==> src/rtl/sum_n_accumulator_pkg.sv <==
`default_nettype none
//============================================================================
// Module   : sum_n_accumulator_pkg
// Purpose  : Shared state encoding and default widths for the sum-of-1..N
//            accumulator and its down counter.
// Revision : 1.0  initial release
//============================================================================
package sum_n_accumulator_pkg;

  // Default operand width and accumulator width (7 bits hold 15*16/2 = 120).
  localparam int N_WIDTH_DEF   = 4;
  localparam int SUM_WIDTH_DEF = 7;

  // Control states of the accumulator.
  typedef enum logic [1:0] {
    IDLE = 2'd0,
    RUN  = 2'd1,
    DONE = 2'd2
  } state_e;

endpackage
`default_nettype wire

==> src/rtl/sum_n_down_counter.sv <==
`default_nettype none
//============================================================================
// Module   : sum_n_down_counter
// Purpose  : Loadable down counter that saturates at zero, with a zero flag.
//            Load has priority over enable.
// Revision : 1.0  initial release
//============================================================================
module sum_n_down_counter
  import sum_n_accumulator_pkg::*;
#(
  parameter int WIDTH = N_WIDTH_DEF
) (
  input  logic             clk,
  input  logic             rst_n,
  input  logic             load,
  input  logic             enable,
  input  logic [WIDTH-1:0] load_value,
  output logic [WIDTH-1:0] value,
  output logic             zero
);

  logic [WIDTH-1:0] value_q;
  logic [WIDTH-1:0] value_d;

  // Next count: load wins, otherwise decrement only while non-zero.
  always_comb begin
    value_d = value_q;
    if (load) begin
      value_d = load_value;
    end else if (enable && (value_q != '0)) begin
      value_d = value_q - 1'b1;
    end
  end

  // Counter register, cleared asynchronously.
  always_ff @(posedge clk or negedge rst_n) begin
    if (!rst_n) begin
      value_q <= '0;
    end else begin
      value_q <= value_d;
    end
  end

  assign value = value_q;
  assign zero  = (value_q == '0);

endmodule
`default_nettype wire

==> src/rtl/sum_n_accumulator.sv <==
`default_nettype none
//============================================================================
// Module   : sum_n_accumulator
// Purpose  : Sums the integers 1..N. A down counter walks N..1 while the
//            running sum adds each count value; result held until next start.
// Revision : 1.0  initial release
//============================================================================
module sum_n_accumulator
  import sum_n_accumulator_pkg::*;
#(
  parameter int N_WIDTH   = N_WIDTH_DEF,
  parameter int SUM_WIDTH = SUM_WIDTH_DEF
) (
  input  logic                 clk,
  input  logic                 rst_n,
  input  logic                 start,
  input  logic [N_WIDTH-1:0]   n,
  output logic [SUM_WIDTH-1:0] sum,
  output logic [N_WIDTH-1:0]   count,
  output logic                 carry,
  output logic                 busy,
  output logic                 done
);

  state_e               state_q, state_d;
  logic [SUM_WIDTH-1:0] sum_q, sum_d;
  logic                 carry_q, carry_d;

  logic                 cnt_load;
  logic                 cnt_enable;
  logic [N_WIDTH-1:0]   count_w;
  logic                 count_zero_w;
  logic [SUM_WIDTH:0]   add_w;

  sum_n_down_counter #(
    .WIDTH (N_WIDTH)
  ) u_counter (
    .clk        (clk),
    .rst_n      (rst_n),
    .load       (cnt_load),
    .enable     (cnt_enable),
    .load_value (n),
    .value      (count_w),
    .zero       (count_zero_w)
  );

  // Next state, counter control and accumulator update; the adder's top bit is the carry-out.
  always_comb begin
    state_d    = state_q;
    sum_d      = sum_q;
    carry_d    = carry_q;
    cnt_load   = 1'b0;
    cnt_enable = 1'b0;
    add_w      = {1'b0, sum_q} + (SUM_WIDTH+1)'(count_w);
    case (state_q)
      IDLE: begin
        if (start) begin
          cnt_load = 1'b1;
          sum_d    = '0;
          carry_d  = 1'b0;
          state_d  = RUN;
        end
      end
      RUN: begin
        if (count_zero_w) begin
          state_d = DONE;
        end else begin
          cnt_enable = 1'b1;
          sum_d      = add_w[SUM_WIDTH-1:0];
          carry_d    = carry_q | add_w[SUM_WIDTH];
        end
      end
      DONE: begin
        state_d = IDLE;
      end
      default: begin
        state_d = IDLE;
      end
    endcase
  end

  // State, sum and sticky carry registers, cleared asynchronously.
  always_ff @(posedge clk or negedge rst_n) begin
    if (!rst_n) begin
      state_q <= IDLE;
      sum_q   <= '0;
      carry_q <= 1'b0;
    end else begin
      state_q <= state_d;
      sum_q   <= sum_d;
      carry_q <= carry_d;
    end
  end

  assign sum   = sum_q;
  assign count = count_w;
  assign carry = carry_q;
  assign busy  = (state_q == RUN);
  assign done  = (state_q == DONE);

endmodule
`default_nettype wire

==> config.mk <==
export PLATFORM = sky130hd
export DESIGN_NAME = sum_n_accumulator
export DESIGN_NICKNAME = d
export VERILOG_FILES = /design/src/rtl/sum_n_accumulator_pkg.sv /design/src/rtl/sum_n_down_counter.sv /design/src/rtl/sum_n_accumulator.sv
export SDC_FILE = /design/constraint.sdc
export NUM_CORES = 1
export LEC_CHECK = 0
export ABC_AREA = 0
export BUFFER_PORTS_ARGS = -buffer_cell sky130_fd_sc_hd__buf_2
export CAP_MARGIN = 20
export CORE_MARGIN = 3
export CORE_UTILIZATION = 50
export CTS_CLUSTER_DIAMETER = 40
export DETAILED_ROUTE_END_ITERATION = 6
export PLACE_DENSITY = 0.77
export SLEW_MARGIN = 15
export SYNTH_ARGS = -nofsm -noshare
export SYNTH_HDL_FRONTEND = slang
export SYNTH_SLANG_ARGS = --single-unit
export TNS_END_PERCENT = 50
==> constraint.sdc <==
create_clock -name clk -period 2.8 [get_ports clk]
set_input_delay 0.42 -clock clk [delete_from_list [all_inputs] [get_ports clk]]
set_output_delay 0.42 -clock clk [all_outputs]
set_load 0.01 [all_outputs]
### Word level (Yosys, flattened, before mapping)

Index checks and enable logic that the tools add are counted.

* flip-flop bits (word level): 14
* input port bits: 7

* add/sub/neg operators: 2
* equality and inequality tests: 5
* mux-type cells: 15
* bitwise logic cells: 1
* reductions and logical operators: 8

Operators by type and width (number)
* 7-bit 2-to-1 mux: 2
* 7-bit case mux with 2 select lines: 1
* 7-bit by 4-bit adder with 8-bit output: 1
* 4-bit 2-to-1 mux: 2
* 1-bit 2-to-1 mux: 6
* 4-bit logical NOT: 1
* 2-bit 2-to-1 mux: 2
* 2-bit != test, second input constant: 2
* 2-bit case mux with 2 select lines: 1
* 2-bit nonzero test: 2
* 4-bit nonzero test: 1
* 4-bit by 1-bit subtractor with 4-bit output, second input constant: 1
* 3-bit AND reduction: 1
* 2-bit by 1-bit equality test with 1-bit output, second input constant: 1
* 2-bit equality test, second input constant: 1
* 2-bit logical NOT: 1
* 2-bit by 1-bit != test with 1-bit output, second input constant: 1
* 1-bit case mux with 2 select lines: 1
* 2-bit AND reduction: 1
* 1-bit logical AND: 1
* 1-bit bitwise OR: 1

### Longest topological paths before layout

Gate-level depths: netlist of run 1.

* depth in word-level cells: 6
* depth in mapped cells: 7

### Hierarchy

Synthesis of run 1 repeated with hierarchy kept, for this count alone.

* cells, all modules: 86
* area total of the unflattened synthesis: 853.3 µm²

Modules (own cells, without submodules)
* sum_n_accumulator: instances 1, cells an instance 59, area each 583.1 µm²
* sum_n_down_counter: instances 1, cells an instance 27, area each 270.3 µm²

### Worst setup path after synthesis of run 1

OpenSTA, ideal clock, no wires.

* path type: flip-flop to flip-flop
* start point: register sum_q[0], in the netlist sum[0]
* end point: register sum_q[6], in the netlist sum[6]
* data arrival time: 1.708 ns
* data required time: 2.681 ns
* slack: 0.973 ns
* cell stages (with the launch flop): 7
* period minus slack after synthesis: 1.827 ns
* cell sequence: dfrtp_1 > ha_1 > fa_1 > a21o_1 > a21oi_1 > nor4_2 > o21a_1

* longest elaborated chain between the ends: 3

Ends and longest elaborated chain
* start, declared: RTL line sum_n_accumulator.sv:26 `logic [SUM_WIDTH-1:0] sum_q, sum_d;`
* start signal, assigned: RTL line sum_n_accumulator.sv:90 `sum_q <= sum_d;`
* 7-bit by 4-bit adder with 8-bit output: RTL line sum_n_accumulator.sv:54 `add_w = {1'b0, sum_q} + (SUM_WIDTH+1)'(count_w);`
* 7-bit 2-to-1 mux: RTL line sum_n_accumulator.sv:65 `if (count_zero_w) begin`
* 7-bit case mux with 2 select lines: RTL line sum_n_accumulator.sv:55 `case (state_q)`

No other way between the ends. The select of a mux whose other input is x is not followed.
A chain may end at the register's enable or synchronous reset.

### Worst setup path in the final report of run 1

* start point: register u_counter.value_q[1], in the netlist u_counter.value[1]
* end point: register sum_q[5], in the netlist sum[5]

* longest elaborated chain between the ends: 3
* elaborated cells between the ends (all ways): 6

Ends and longest elaborated chain
* start, declared: RTL line sum_n_down_counter.sv:22 `logic [WIDTH-1:0] value_q;`
* start signal, assigned: RTL line sum_n_down_counter.sv:40 `value_q <= value_d;`
* 7-bit by 4-bit adder with 8-bit output / 4-bit logical NOT (equally long branches): RTL line sum_n_accumulator.sv:54, sum_n_down_counter.sv:45
* 7-bit 2-to-1 mux / 2-bit != test (equally long branches)
* 7-bit case mux with 2 select lines / 3-bit AND reduction (equally long branches)

Several ways; a longest one is shown, not always the timed one. The select of a mux whose other input is x is not followed.

==> metrics.md, run 1 <==
| Metric | Value |
|---|---|
| # clock sinks | `14` |
| Final Max Slew Viols | `0` |
| Routed WL | `1830 um` |
| Chip width | `46.6 um` |
| Initial antenna violation count | `0` |
| Setup repair bufs after CTS | `0` |
| Largest family of logic cells by synthesized area | `simple AND/OR/NAND/NOR gates` |
| Leakage | `0.485 nW` |
| #FFs+latches synth | `14` |
| Post-Synth Adder-Cell Area | `0.100` |
| Total power per unit cell area | `1310 nW/um^2` |
| Reg-to-reg endpoint | `sum[5]` |
| Drt first-iter violations | `20` |
| Clock Skew | `0.00389 ns` |
| HPWL after DPL | `1390 um` |
| R2R setup slack | `0.85 ns` |
| Period utilization | `0.698` |
| Async SR Flop Fraction | `1.00` |
| Final setup violation count | `0` |
| Clk slew on worst S/H paths | `0.09 ns` |
| Hold WS | `0.00634 ns` |
| Core ar. | `1520 um^2` |
| Worst Tran Pin Value | `0.590 ns` |
| Vias in the first global route | `710` |
| Gp weighted congestion | `0.842` |
| Reg2Reg Depth | `7` |
| Vias post-DR | `741` |
| Mean Syn Cell Area | `9.48 um^2` |
| First-pass GRT wire length | `3150 um` |
| Dpl cell area | `930 um^2` |
| DP Worst Slack | `0.858 ns` |
| Post-Layout Inst Area | `966 um^2` |
| Max Freq | `512 MHz` |
| Final hold vios | `0` |
| Simple-gate share of the synthesized area | `0.247` |
| Cts hold-fix bufs | `0` |
| Reg-to-reg startpoint | `u_counter.value[1]` |
| Root buf cell | `clkbuf_4` |
| Grt ovf | `0` |
| Post-synthesis compound-gate area fraction | `0.185` |
| Resize count post-CTS | `0` |
| Routed len/inst | `14.6 um` |
| Area grow syn2layout | `17.1%` |
| CP Launch Type | `flip-flop` |
| Arrival @ worst endpoint | `2.14 ns` |
| Area contributors post-synth | `dfrtp_1, ha_1, nand2_1` |
| Synth Cell Area | `825 um^2` |
| RSZ-0062 raised after global routing | `no` |
| H-tree Lvls | `1` |
| # IOs | `21` |
| Slew margin rel. | `0.605` |
| Cells after Synth | `87` |
| Critical Path RT | `2.99 ns` |
| Final WS setup | `0.846 ns` |
| Setup TNS | `0 ns` |
| Worst skew pair latency | `0.29 ns` |
| Pre-antenna DRT Iters | `4` |
| Share of cells above drive strength 1 | `0.266` |
| Clock Path Buffers | `2` |
| Post-synth net total | `100` |
| CTS tree | `built` |
| Final min period | `1.95 ns` |
| Post-synthesis mux area share | `0` |
| Hold Crit Class | `input port to async pin` |
| Inserted Clock Buffers | `3` |
| Crit-path max FO | `13` |
| IO Port Bufs | `20` |
| Nets | `123` |
| Top FF cell, synth | `dfrtp_1` |
| Post-synth top area share | `0.425` |
| Die height | `46.6 um` |
| Outcome | `finished, final reports clean` |
| Antenna cell count | `0` |
| DIE AREA | `2170 um^2` |
| Via density | `5.93` |
| DRC | `0` |
| EDFF count, synth | `0` |
| Yosys warns | `0` |
| Total chip power | `0.00127 W` |
| Setup CP Type | `flip-flop to flip-flop` |
| Synth cell types | `34` |
| DRT antenna net count | `0` |
| Pin count of the biggest net entering global routing | `15` |
| Synth area leader | `dfrtp_1` |
| Worst setup path start | `u_counter.value[1]` |
| Total track usage | `0.209` |
| Register area share after synthesis | `0.425` |
| Initial Util | `0.541` |
| Max-cap violations | `0` |
| Peak VDD IR | `0.764 mV` |
| Site Rows | `14` |
| Fillers | `131` |
| Critical Path End Type | `flip-flop` |
| Xor and xnor area share after synthesis | `0.0106` |
==> metrics by stage <==
step,cells,utilization
floorplan,87,-
global placement,121,0.610
detailed placement,121,0.610
CTS,125,0.634
global route,125,0.634
finish,125,0.634
==> cell usage after synthesis, drive strengths merged, types with 2 or more instances <==
| library cell | count |
|---|---|
| or3 | 2 |
| nor3b | 3 |
| a21oi | 4 |
| nor2 | 4 |
| o211ai | 2 |
| nand3 | 4 |
| a211oi | 2 |
| nand2 | 15 |
| o21ai | 8 |
| ha | 5 |
| nor2b | 3 |
| a21o | 2 |
| dfrtp | 14 |
| inv | 3 |
==> placed cells by master, fill, tap and decap left out, drive strengths merged <==
cell type / count
a31oi: 1
ha: 5
a22oi: 1
inv: 3
nor2: 4
xor2: 1
nor4bb: 1
nor3: 1
buf: 20
o21ai: 8
a211oi: 2
dfrtp: 14
nand2: 15
o21a: 1
nor3b: 3
fa: 1
a21oi: 4
nand3: 4
clkbuf: 4
nor2b: 3
o21bai: 1
a41o: 1
nor4: 1
nand4: 1
o211ai: 2
a21o: 2
or3: 2
o31a: 1
or3b: 1
nand2b: 1
==> critical path, stage by stage (launching register included) <==
cell and delay (ns):
dfrtp_1 0.46, inv_1 0.07, ha_1 0.21, nor4bb_1 0.13, or3_4 0.47, inv_2 0.19, a31oi_1 0.11, a41o_1 0.21
==> report_power, final <==
part / leakage (nW) / switching (W) / total [W] / internal [W]
Combinational: 0.287 / 0.000410 / 0.000712 / 0.000302
Sequential: 0.177 / 0.000112 / 0.000405 / 0.000292
Clock: 0.0210 / 0.0000703 / 0.000150 / 0.0000793
Total: 0.485 / 0.000592 / 0.00127 / 0.000674
==> area by class of cell <==
| class | instances | area [um^2] | area share |
|---|---|---|---|
| clock buffers | 4 | 36.3 | 0.0376 |
| inverters | 3 | 11.3 | 0.0117 |
| multi-input cells | 68 | 448 | 0.464 |
| flip-flops and latches | 14 | 350 | 0.363 |
| well taps | 16 | 20.0 | 0.0207 |
| repair buffers | 20 | 100 | 0.104 |
==> cells by family (layout without fill, tap and decap cells) <==
kind of cell / after synthesis / count (layout)
adders and majority gates: 6 / 6
xor gates and xnor gates: 1 / 1
AOI/OAI and AO/OA: 24 / 24
buffers and inverters: 5 / 27
and+or+nand+nor: 37 / 37
DFF: 14 / 14
==> sequential cells by signal, indices dropped and copies added (netlist names) <==
| signal | cells |
|---|---|
| carry | 1 |
| state_q | 2 |
| sum | 7 |
| u_counter.value | 4 |
==> worst max path at each step <==
stage	to	slack (ns)	cells after the start
after floorplan	sum[6]	0.97	6
after global placement	sum[5]	0.89	7
after detailed placement	sum[5]	0.86	7
after CTS	sum[5]	0.86	7
after global routing	sum[4]	0.73	6
final	sum[5]	0.85	7
==> layer usage <==
metal,global-route usage,wire [um],up-vias
met2,0.335,879,19
met4,0.116,42,0
met1,0.271,819,360
met3,0.0234,87,4
li1,-,-,358
met5,0,0,-
Power figures use the tool's default switching activity.
==> run 2, diff against run 1 <==
Settings changed: CORE_UTILIZATION 50 to 46, PLACE_DENSITY 0.77 to 0.75.
Clock period 2.8 ns to 1.75 ns, I/O delays scaled along.
==> metrics.md, run 2 (same netlist as run 1, synthesis figures left out) <==
| Metric | Value |
|---|---|
| Reg-to-reg endpoint | `sum[5]` |
| Pre-antenna DRT Iters | `4` |
| Worst Tran Pin Value | `0.449 ns` |
| DIE AREA | `2340 um^2` |
| Pin count of the biggest net entering global routing | `15` |
| Final WS setup | `-0.0150 ns` |
| Reg-to-reg startpoint | `u_counter.value[2]` |
| Arrival @ worst endpoint | `1.94 ns` |
| Slew margin rel. | `0.700` |
| Crit-path max FO | `6` |
| Int Power | `0.00134 W` |
| Final hold vios | `0` |
| Core ar. | `1590 um^2` |
| Clk slew on worst S/H paths | `0.08 ns` |
| Share of cells above drive strength 1 | `0.397` |
| Routed WL | `2220 um` |
| Hold Crit Class | `input port to flip-flop` |
| Max Freq | `567 MHz` |
| Outcome | `finished with violations` |
| Final setup violation count | `1` |
| Root buf cell | `clkbuf_4` |
| Vias in the first global route | `807` |
| Total track usage | `0.201` |
| Inserted Clock Buffers | `3` |
| Nets | `135` |
| Placed Cells | `135` |
| Final Max Slew Viols | `0` |
| Max-cap violations | `0` |
| Critical Path RT | `1.92 ns` |
| Net Switching | `0.00110 W` |
| Most frequent cells in the layout | `buf_2, nand2_1, dfrtp_1` |
| Final min period | `1.76 ns` |
| Chip width | `48.3 um` |
| Critical Path End Type | `flip-flop` |
| Initial antenna violation count | `0` |
| First-pass GRT wire length | `3640 um` |
| Grt ovf | `0` |
| Hold path startpoint | `n[2]` |
| Multi-input logic area | `494 um^2` |
| Total chip power | `0.00245 W` |
| # clock sinks | `14` |
| Finished Core Util | `0.700` |
| H-tree Lvls | `1` |
| DRT antenna net count | `0` |
| Commonest non-fill, non-tap cell in the layout | `buf_2` |
| Hold endpoint | `u_counter.value[2]` |
| Gp weighted congestion | `0.783` |
| Peak VDD IR | `1.32 mV` |
| Worst skew pair latency | `0.28 ns` |
| Reg2Reg Depth | `5` |
| Routed len/inst | `15.3 um` |
| Total power per unit cell area | `2190 nW/um^2` |
| Largest register FFs | `7` |
| Site Rows | `14` |
| RSZ-0062 raised after global routing | `yes` |
| Flop pwr share | `0.265` |
| DRC | `0` |
| Drt first-iter violations | `16` |
| Combinational group share of total power | `0.639` |
| Clock Skew | `0.00406 ns` |
| Via density | `5.70` |
| Area grow syn2layout | `35.4%` |
| Leakage | `0.541 nW` |
| Final Non-Filler Cells | `145` |
| CTS tree | `built` |
| Clock Path Buffers | `2` |
| # IOs | `21` |
| Worst setup path start | `u_counter.value[2]` |
| Vias post-DR | `826` |
| Fillers | `130` |
| Net Sw Frac | `0.451` |
| Period utilization | `1.01` |
| HPWL after DPL | `1450 um` |
| CP Launch Type | `flip-flop` |
| Hold Path Stages | `3` |
| Failing checks | `negative setup slack` |
| Die height | `48.3 um` |
| R2R setup slack | `-0.01 ns` |
| Antenna cell count | `0` |
| Setup CP Type | `flip-flop to flip-flop` |
| Reg area | `352 um^2` |
| Clock power frac | `0.096` |
| IO Port Bufs | `20` |
| Initial Util | `0.517` |
[run 2: cell types whose count changed in the layout (fill, tap and decap cells not counted), sizes merged]
cell,change
buf,+11
dlygate4sd3,+1
[run 2: metal layers]
| metal | track usage | share of wire | vias up | wire length (um) |
|---|---|---|---|---|
| li1 | - | - | 382 | - |
| met1 | 0.227 | 0.41 | 394 | 899 |
| met2 | 0.367 | 0.51 | 42 | 1130 |
| met3 | 0.0368 | 0.059 | 8 | 130 |
| met4 | 0.0900 | 0.024 | 0 | 53 |
| met5 | 0 | 0 | - | 0 |
[run 2: area by class of cell]
class / instances / share of cell area
inverter: 3 / 0.0101
clock buffer: 4 / 0.0325
multi-input combinational: 68 / 0.443
timing repair buffer: 32 / 0.173
tap: 24 / 0.0269
sequential: 14 / 0.315
[run 2: timing repair]
action,CTS,global route
hold buffers,1,0
gates cloned,0,0
setup buffers,2,3
resized for setup,2,4
hold endpoints to repair,14,0
setup endpoints to repair,2,11
pin swaps,4,5
[run 2: how the worst max path moves through the flow]
stage,end,slack (ns)
5_1_grt,sum[5],-0.14
6_report,sum[5],-0.01
3_3_place_gp,sum[6],0.0002
3_5_place_dp,sum[6],-0.04
4_1_cts,sum[4],0.009
2_1_floorplan,sum[6],0.01
[run 2: critical path, cell delays in order (launching register included)]
cell and delay, ns:
dfrtp_1 0.45, ha_1 0.38, o21ai_0 0.16, o21bai_1 0.32, a31oi_1 0.13, a41o_1 0.22
[run 2: power by group through the flow]
stage                     Sequential [W]  Clock [W]  Combinational, W
final                           0.000648   0.000236           0.00157
after global routing            0.000672   0.000260           0.00173
after CTS                       0.000640   0.000240           0.00133
after detailed placement        0.000646          0           0.00128
after global placement          0.000637          0           0.00124
after floorplan                 0.000675          0          0.000831
[run 2: stage by stage]
stage               setup WS (ns)  hold slack, ns  area (um^2)  TNS (ns)
floorplan                  0.0117         -0.0331          832         0
global placement         0.000156           0.178          992         0
detailed placement        -0.0352           0.177          992   -0.0352
CTS                       0.00867           0.189         1060         0
global route               -0.142           0.226         1120    -0.256
finish                    -0.0150           0.186         1120   -0.0150
